==> config.mk <==
export PLATFORM = sky130hd
export DESIGN_NAME = add_sched
export DESIGN_NICKNAME = d
export VERILOG_FILES = /design/src/rtl/add_sched_pkg.sv /design/src/rtl/add_core.sv /design/src/rtl/add_sched.sv
export SDC_FILE = /design/constraint.sdc
export NUM_CORES = 1
export LEC_CHECK = 0
export CORE_MARGIN = 2
export CORE_UTILIZATION = 40
export DETAILED_ROUTE_END_ITERATION = 8
export GPL_TIMING_DRIVEN = 0
export PLACE_DENSITY = 0.69
export REMOVE_ABC_BUFFERS = 1
export SYNTH_ARGS = -nofsm -noshare
export SYNTH_HDL_FRONTEND = slang
export SYNTH_SLANG_ARGS = --single-unit
export TNS_END_PERCENT = 100
==> constraint.sdc <==
create_clock -name clk -period 5.6 [get_ports clk]
set_input_delay 1.12 -clock clk [delete_from_list [all_inputs] [get_ports clk]]
set_output_delay 1.12 -clock clk [all_outputs]
set_load 0.005 [all_outputs]
==> src/rtl/add_sched_pkg.sv <==
`default_nettype none
// +----------------------------------------------------------------------------+
// | Module      : add_sched_pkg                                                |
// | Description : Shared FSM state encoding and default widths for add_sched.  |
// | Revision    : 1.0 - initial release                                        |
// +----------------------------------------------------------------------------+
package add_sched_pkg;

   localparam int WIDTH_DEF = 32;
   localparam int RES_W_DEF = 40;

   typedef enum logic [1:0] {
      ST_IDLE = 2'd0,
      ST_EXEC = 2'd1,
      ST_HOLD = 2'd2
   } state_t;

endpackage : add_sched_pkg
`default_nettype wire

==> src/rtl/add_core.sv <==
`default_nettype none
// +----------------------------------------------------------------------------+
// | Module      : add_core                                                     |
// | Description : Plain WIDTH-bit adder with carry-in and carry-out.           |
// | Revision    : 1.0 - initial release                                        |
// +----------------------------------------------------------------------------+
module add_core #(
   parameter int WIDTH = 32
) (
   input  logic [WIDTH-1:0] a,
   input  logic [WIDTH-1:0] b,
   input  logic             cin,
   output logic [WIDTH-1:0] sum,
   output logic             cout
);

   // One extra bit on each operand captures the carry out of the top bit.
   always_comb begin
      {cout, sum} = {1'b0, a} + {1'b0, b} + {{WIDTH{1'b0}}, cin};
   end

endmodule : add_core
`default_nettype wire

==> src/rtl/add_sched.sv <==
`default_nettype none
// +----------------------------------------------------------------------------+
// | Module      : add_sched                                                    |
// | Description : Two-requester scheduler in front of one shared adder.        |
// |               IDLE grants one requester, EXEC registers the sum, HOLD      |
// |               keeps the result until the consumer takes it.                |
// |               Define ADD_SCHED_PRIO_EN for fixed priority (requester 0     |
// |               always wins); otherwise arbitration is round-robin.          |
// | Revision    : 1.0 - initial release                                        |
// +----------------------------------------------------------------------------+
module add_sched
   import add_sched_pkg::*;
#(
   parameter int WIDTH = WIDTH_DEF,
   parameter int RES_W = RES_W_DEF
) (
   input  logic             clk,
   input  logic             RST,
   input  logic             req0_valid,
   output logic             req0_ready,
   input  logic [WIDTH-1:0] req0_a,
   input  logic [WIDTH-1:0] req0_b,
   input  logic             req1_valid,
   output logic             req1_ready,
   input  logic [WIDTH-1:0] req1_a,
   input  logic [WIDTH-1:0] req1_b,
   output logic             res_valid,
   input  logic             res_ready,
   output logic [RES_W-1:0] res_data,
   output logic             res_id,
   output logic             busy
);

   state_t             state_q, state_d;
   logic [WIDTH-1:0]   a_q, a_d;
   logic [WIDTH-1:0]   b_q, b_d;
   logic               id_q, id_d;
   logic [RES_W-1:0]   res_data_q, res_data_d;
   logic               res_valid_q, res_valid_d;
   logic               res_id_q, res_id_d;
`ifndef ADD_SCHED_PRIO_EN
   logic               last_q, last_d;   // requester granted most recently
`endif

   logic               gnt0;
   logic               gnt1;
   logic [WIDTH-1:0]   core_sum;
   logic               core_cout;

   add_core #(
      .WIDTH (WIDTH)
   ) u_add_core (
      .a    (a_q),
      .b    (b_q),
      .cin  (1'b0),
      .sum  (core_sum),
      .cout (core_cout)
   );

   // Grant selection; ready is suppressed during reset even though the state reads IDLE.
   always_comb begin
      gnt0 = 1'b0;
      gnt1 = 1'b0;
      if (!RST && (state_q == ST_IDLE)) begin
`ifdef ADD_SCHED_PRIO_EN
         gnt0 = req0_valid;
`else
         gnt0 = req0_valid && (!req1_valid || last_q);
`endif
         gnt1 = req1_valid && !gnt0;
      end
   end

   // Next-state and output logic for the IDLE/EXEC/HOLD sequencer.
   always_comb begin
      state_d     = state_q;
      a_d         = a_q;
      b_d         = b_q;
      id_d        = id_q;
      res_data_d  = res_data_q;
      res_valid_d = res_valid_q;
      res_id_d    = res_id_q;
`ifndef ADD_SCHED_PRIO_EN
      last_d      = last_q;
`endif
      req0_ready  = 1'b0;
      req1_ready  = 1'b0;

      case (state_q)
         ST_IDLE: begin
            if (gnt0 || gnt1) begin
               req0_ready = gnt0;
               req1_ready = gnt1;
               a_d        = gnt0 ? req0_a : req1_a;
               b_d        = gnt0 ? req0_b : req1_b;
               id_d       = gnt1;
`ifndef ADD_SCHED_PRIO_EN
               last_d     = gnt1;
`endif
               state_d    = ST_EXEC;
            end
         end
         ST_EXEC: begin
            res_data_d          = '0;
            res_data_d[WIDTH:0] = {core_cout, core_sum};
            res_valid_d         = 1'b1;
            res_id_d            = id_q;
            state_d             = ST_HOLD;
         end
         ST_HOLD: begin
            if (res_ready) begin
               res_valid_d = 1'b0;
               state_d     = ST_IDLE;
            end
         end
         default: begin
            state_d = ST_IDLE;
         end
      endcase
   end

   // State and datapath registers; reset drops any in-flight operation.
   always_ff @(posedge clk or posedge RST) begin
      if (RST) begin
         state_q     <= ST_IDLE;
         a_q         <= '0;
         b_q         <= '0;
         id_q        <= 1'b0;
         res_data_q  <= '0;
         res_valid_q <= 1'b0;
         res_id_q    <= 1'b0;
`ifndef ADD_SCHED_PRIO_EN
         last_q      <= 1'b1;   // requester 0 wins the first contention
`endif
      end else begin
         state_q     <= state_d;
         a_q         <= a_d;
         b_q         <= b_d;
         id_q        <= id_d;
         res_data_q  <= res_data_d;
         res_valid_q <= res_valid_d;
         res_id_q    <= res_id_d;
`ifndef ADD_SCHED_PRIO_EN
         last_q      <= last_d;
`endif
      end
   end

   // Registered results and busy flag drive the outputs directly.
   always_comb begin
      res_valid = res_valid_q;
      res_data  = res_data_q;
      res_id    = res_id_q;
      busy      = (state_q != ST_IDLE);
   end

endmodule : add_sched
`default_nettype wire
==> out/summary.txt, run 1 <==
Die extent in y - 128 um
Port-buffer cells - 170
Clock sink count - 103
HPWL after DPL - 12.3 mm
Critical path arrival - 3280 ps
Die Span X - 128 um
Tot GR Track Use - 19.7%
Worst path max stage delay - 560 ps
Reg-to-reg slack, setup - 2640 ps
Post-Syn Area per Cell - 9.16 sq um
Gate Count Post-Synth - 670
Finish-stage setup viols - 0
Post-route clock period utilization - 78.6%
Total Nets Final - 985
Asr flop ratio synth - 100%
Peak VDD IR - 0.000194 V
Clock buffer depth - 2
PostCTS Resize Cnt - 0
Hold Crit Class - register to register
Cell Rows - 45
Initial DRC count - 291
DR vias/cell - 5.15
Static Leak - 3.69 nW
Synth unique cells - 51
Worst-margin pin slew - 1040 ps
Utilization after layout - 55.4%
Die ar. - 0.0163 sq mm
Ratio of cells with drive above 1 in the final layout - 4.37%
Max cap viols - 0
Skew-Pair Late Insertion Delay - 350 ps
Wirelength per Cell - 15.6 um
CP Launch Type - primary input
Initial core utilization - 40.7%
Most common cell in the netlist - a21oi_1
Min cycle time layout - 4400 ps
Cts bufs inserted - 9
CP bufs+invs - 5
FILL cells - 1380
Power, Total - 5.31 mW
First-pass DRT Iterations - 4
CP required - 4480 ps
Initial antenna violation count - 0
Hold_ws - 468 ps
Setup Buffers After CTS - 0
Crit-path leading delay family - buffers and inverters
Top cells by count, synth - 103 x a21oi_1, 102 x dfrtp_1, 83 x nor2_1
I/O Pins - 178
CP max FO - 70
Top FF cell, synth - dfrtp_1
RSZ-0062 raised after global routing - false
Clock skew - 7.86 ps
Post-CTS Hold Buffers - 0
#FFs+latches synth - 103
Pins Over Slew Limit - 0
Number of global-route vias before repair - 5275
Drt drc - 0
Ys Warns - 0
Area of the core - 0.0151 sq mm
Final hold viol count - 0
First-pass GRT wire length - 25.9 mm
Synth top area share - 41.6%
Vias - 5205
Status - finished, final reports clean
CTS Root Cell - clkbuf_16
WL final - 15.8 mm
Cell area after synthesis - 0.00614 sq mm
Post-route design area - 0.00836 sq mm
# diodes - 0
Sequential area share after synthesis - 42.0%
Worst setup path class - primary input to output pin
Number of flops mapped to enable cells by yosys - 0
CP endpoint kind - output pin
Overflow after GRT - 0
Placed Instance Area - 0.00805 sq mm
Cell taking the most area after synthesis - dfrtp_1
Crit path cell chain - clkdlybuf4s50_1 -> inv_1 -> o21ai_0 -> or3_4 -> buf_16 -> inv_1 -> clkdlybuf4s50_1
TritonCTS clock tree - yes
Remaining antenna violation count after routing - 0
H-tree levels - 3
Largest net degree at the start of global routing - 71
Ranking of synthesized cells by area - dfrtp_1 42%, mux2i_1 11%, a21oi_1 8.4%, ha_1 6.5%, nor2_1 5.1%
Layout area overhead - 36.2%
Final GP Congestion - 0.804
Clock transition at path regs - 60 ps
Pwr/cell area - 635 mW/mm^2
Rel. slew slack - 30.5%
Fmax - 227 MHz
Slowest CP cell - or3_4
Setup TNS - 0 ps
metrics by stage:
stage	instances	setup slack (ps)
after detailed placement	996	1180
after global placement	989	-2420
after global routing	1011	945
after CTS	1011	1160
final	1011	1200
after floorplan	631	150
worst paths after layout:
kind	startpoint	end	cells past startpoint
max in group asynchronous	RST	res_data[26]	3
worst max-delay path	req1_valid	req0_ready	7
min in group asynchronous	RST	res_valid	2
worst min register to register	id_q	res_id	2
worst min-delay path	id_q	res_id	2
worst max register to register	a_q[0]	res_data[28]	9
layer usage:
metal / global-route usage (%) / vias to the layer above / part of all wire [%]
met4: 5.11 / 0 / 1.2
met5: 0 / - / 0
met1: 26.7 / 2411 / 47
li1: - / 2652 / -
met3: 3.26 / 13 / 4.4
met2: 32.8 / 129 / 47
where the power goes:
| part | switching, mW | internal (mW) |
|---|---|---|
| logic | 1.76 | 1.51 |
| clock network | 0.270 | 0.400 |
| registers | 0.236 | 1.12 |
cells by family after synthesis:
family	Yosys count	synth area share (%)
adder cells (fa/ha/maj)	33	6.85
buffers and inverters	55	3.85
multiplexers	66	10.8
AND/OR/NAND/NOR	185	13.2
AO/OA/AOI/OAI	199	19.3
XOR/XNOR	28	4.00
other	1	0.0611
flip-flops	103	42.0
worst min-delay path: cells and delay by family, from the launching register on:
| family | cells | cell delay [ps] |
|---|---|---|
| flops | 1 | 340 |
| simple gates | 2 | 100 |
final cells by class:
class                   instances  area, sq um  share of cell area (%)
clock buffers                  11          243                    2.90
clock inverters                 4         70.1                   0.838
inverters                      10         40.0                   0.479
multi-input cells             518         3360                    40.2
flip-flops and latches        103         2580                    30.8
well taps                     188          235                    2.81
repair buffers                177         1830                    21.9
cell usage in the layout, fill, tap and decap left out, types with 3 or more instances in the layout:
| cell | synthesis | final |
|---|---|---|
| a21o_1 | 12 | 12 |
| o21a_1 | 8 | 8 |
| nand3_1 | 7 | 7 |
| o21ai_0 | 40 | 40 |
| a211oi_1 | 4 | 4 |
| nor2_1 | 83 | 83 |
| conb_1 | 1 | 7 |
| a41oi_1 | 3 | 3 |
| mux2i_1 | 66 | 66 |
| nand2_1 | 59 | 59 |
| inv_1 | 10 | 9 |
| clkbuf_16 | 0 | 9 |
| and3_1 | 3 | 3 |
| nor2b_1 | 4 | 4 |
| o211ai_1 | 7 | 7 |
| dfrtp_1 | 102 | 102 |
| clkdlybuf4s50_1 | 0 | 170 |
| xor2_1 | 14 | 14 |
| and2_1 | 3 | 3 |
| a21oi_1 | 103 | 103 |
| xnor2_1 | 14 | 14 |
| nand4_1 | 9 | 9 |
| nand3b_1 | 3 | 3 |
| o21bai_1 | 3 | 3 |
| ha_1 | 32 | 32 |
flip-flops by register name, summed over array words and instances (netlist names):
name,count
a_q,32
b_q,32
id_q,1
last_q,1
res_data,33
res_id,1
res_valid,1
state_q,2
(Power assumes the default switching activity.)
==> inputs of run 2 (changes only) <==
clock period = 4.11 ns   (was 5.6 ns; I/O delays follow)
==> results of run 2 <==
The final DEF is identical to that of run 1. Status: finished, final reports clean.
Main changes from that run: setup slack after placement 1180 ps -> 281 ps; setup slack after layout 1200 ps -> 306 ps; register-to-register setup slack 2640 ps -> 1150 ps; total power 5.31 mW -> 7.23 mW; worst IR drop on VDD 0.000194 V -> 0.000265 V
==> inputs of run 3 (changes only) <==
CORE_UTILIZATION = 48   (was 40)
PLACE_DENSITY = 0.81   (was 0.69)
==> out/summary.txt, run 3 (synthesis gave the netlist of run 1 again) <==
Tot GR Track Use - 23.0%
Initial core utilization - 48.8%
Fmax - 265 MHz
Initial antenna violation count - 0
Post-CTS Hold Buffers - 0
Setup WS post-layout - 343 ps
Initial DRC count - 303
HPWL after DPL - 12.0 mm
Final GP Congestion - 0.808
Setup crit start - RST
Leading cell types in the layout, fill and taps excluded - 170 x clkdlybuf4s50_1, 103 x a21oi_1, 102 x dfrtp_1
Cell Rows - 41
Utilization after layout - 66.2%
Peak VDD IR - 0.000391 V
Ratio of cells with drive above 1 in the final layout - 4.61%
DR vias/cell - 5.33
Overflow after GRT - 0
Fin cells - 996
Remaining antenna violation count after routing - 0
Min cycle time layout - 3770 ps
Number of global-route vias before repair - 5223
CP required - 3290 ps
Pwr/cell area - 865 mW/mm^2
Static Leak - 3.68 nW
Skew-Pair Late Insertion Delay - 360 ps
Clock skew - 8.98 ps
RSZ-0062 raised after global routing - false
Most common cell after layout, fill and taps aside - clkdlybuf4s50_1
Hold_ws - 478 ps
Vias - 5311
Post-route design area - 0.00833 sq mm
CP endpoint kind - output pin
H-tree levels - 3
CTS Root Cell - clkbuf_16
TritonCTS clock tree - yes
# diodes - 0
Hold Path Stages - 2
Die ar. - 0.0137 sq mm
Worst path max stage delay - 730 ps
Post-route clock period utilization - 91.7%
Crit path cell chain - clkdlybuf4s50_1 -> nor3_2 -> buf_8 -> and2_1 -> clkdlybuf4s50_1
Status - finished, final reports clean
Max cap viols - 0
Clock sink count - 103
Die extent in y - 117 um
Wirelength per Cell - 15.6 um
Critical path arrival - 2950 ps
Layout area overhead - 35.7%
First-pass GRT wire length - 24.7 mm
Setup TNS - 0 ps
Final hold viol count - 0
Clock transition at path regs - 70 ps
First-pass DRT Iterations - 4
Slowest CP cell - nor3_2
CP Launch Type - primary input
Register-to-Register Path Depth - 9
FILL cells - 1035
Placed cells - 980
Total Nets Final - 985
Die Span X - 117 um
Worst Min Path Start - id_q
Pins Over Slew Limit - 0
Port-buffer cells - 170
Max FFs per register - 33
Area of the core - 0.0126 sq mm
WL final - 15.5 mm
Dpl ws - 326 ps
Rel. slew slack - 26.8%
Finish-stage setup viols - 0
Largest net degree at the start of global routing - 67
Placed Instance Area - 0.00802 sq mm
Cts bufs inserted - 9
Clock buffer depth - 2
CP most frequent cell - clkdlybuf4s50_1
Worst setup path class - primary input to output pin
I/O Pins - 178
Hold Crit Class - register to register
RR Startpoint - a_q[0]
PostCTS Resize Cnt - 0
Drt drc - 0
Power, Total - 7.20 mW
Worst-margin pin slew - 1100 ps
CP max FO - 8
Setup Buffers After CTS - 0
## run 3: critical path, delay by kind of cell
kind	cells	cell delay [ps]
buf+inv	3	1260
simple gates	2	870
## run 3: power by group
group / internal, mW / switching [mW] / total, mW
combinational: 2.06 / 2.42 / 4.48
clock: 0.480 / 0.400 / 0.880
sequential: 1.53 / 0.317 / 1.85
## run 3: per-layer routing
layer	vias up	GRT usage (%)	routed length [um]
met5	-	0	0
met4	0	8.71	316
met3	24	3.71	757
met2	144	40.4	7630
met1	2487	28.7	6780
li1	2656	-	-
## run 3: area by class of cell
cell class	count	area (sq um)	share of cell area (%)
Inverter	10	40.0	0.481
Multi-Input combinational cell	518	3360	40.3
Sequential cell	103	2580	31.0
Clock buffer	9	225	2.71
Timing Repair Buffer	177	1830	21.9
Clock inverter	7	81.3	0.977
Tap cell	172	215	2.58
## run 3: path summary, 6_finish.rpt
kind / to / slack (ps)
hold reg to reg: res_id / 480
max in group asynchronous: last_q / 2430
setup reg to reg: res_data[28] / 1120
setup / recovery: req1_ready / 340
min in group asynchronous: res_valid / 990
hold / removal: res_id / 480
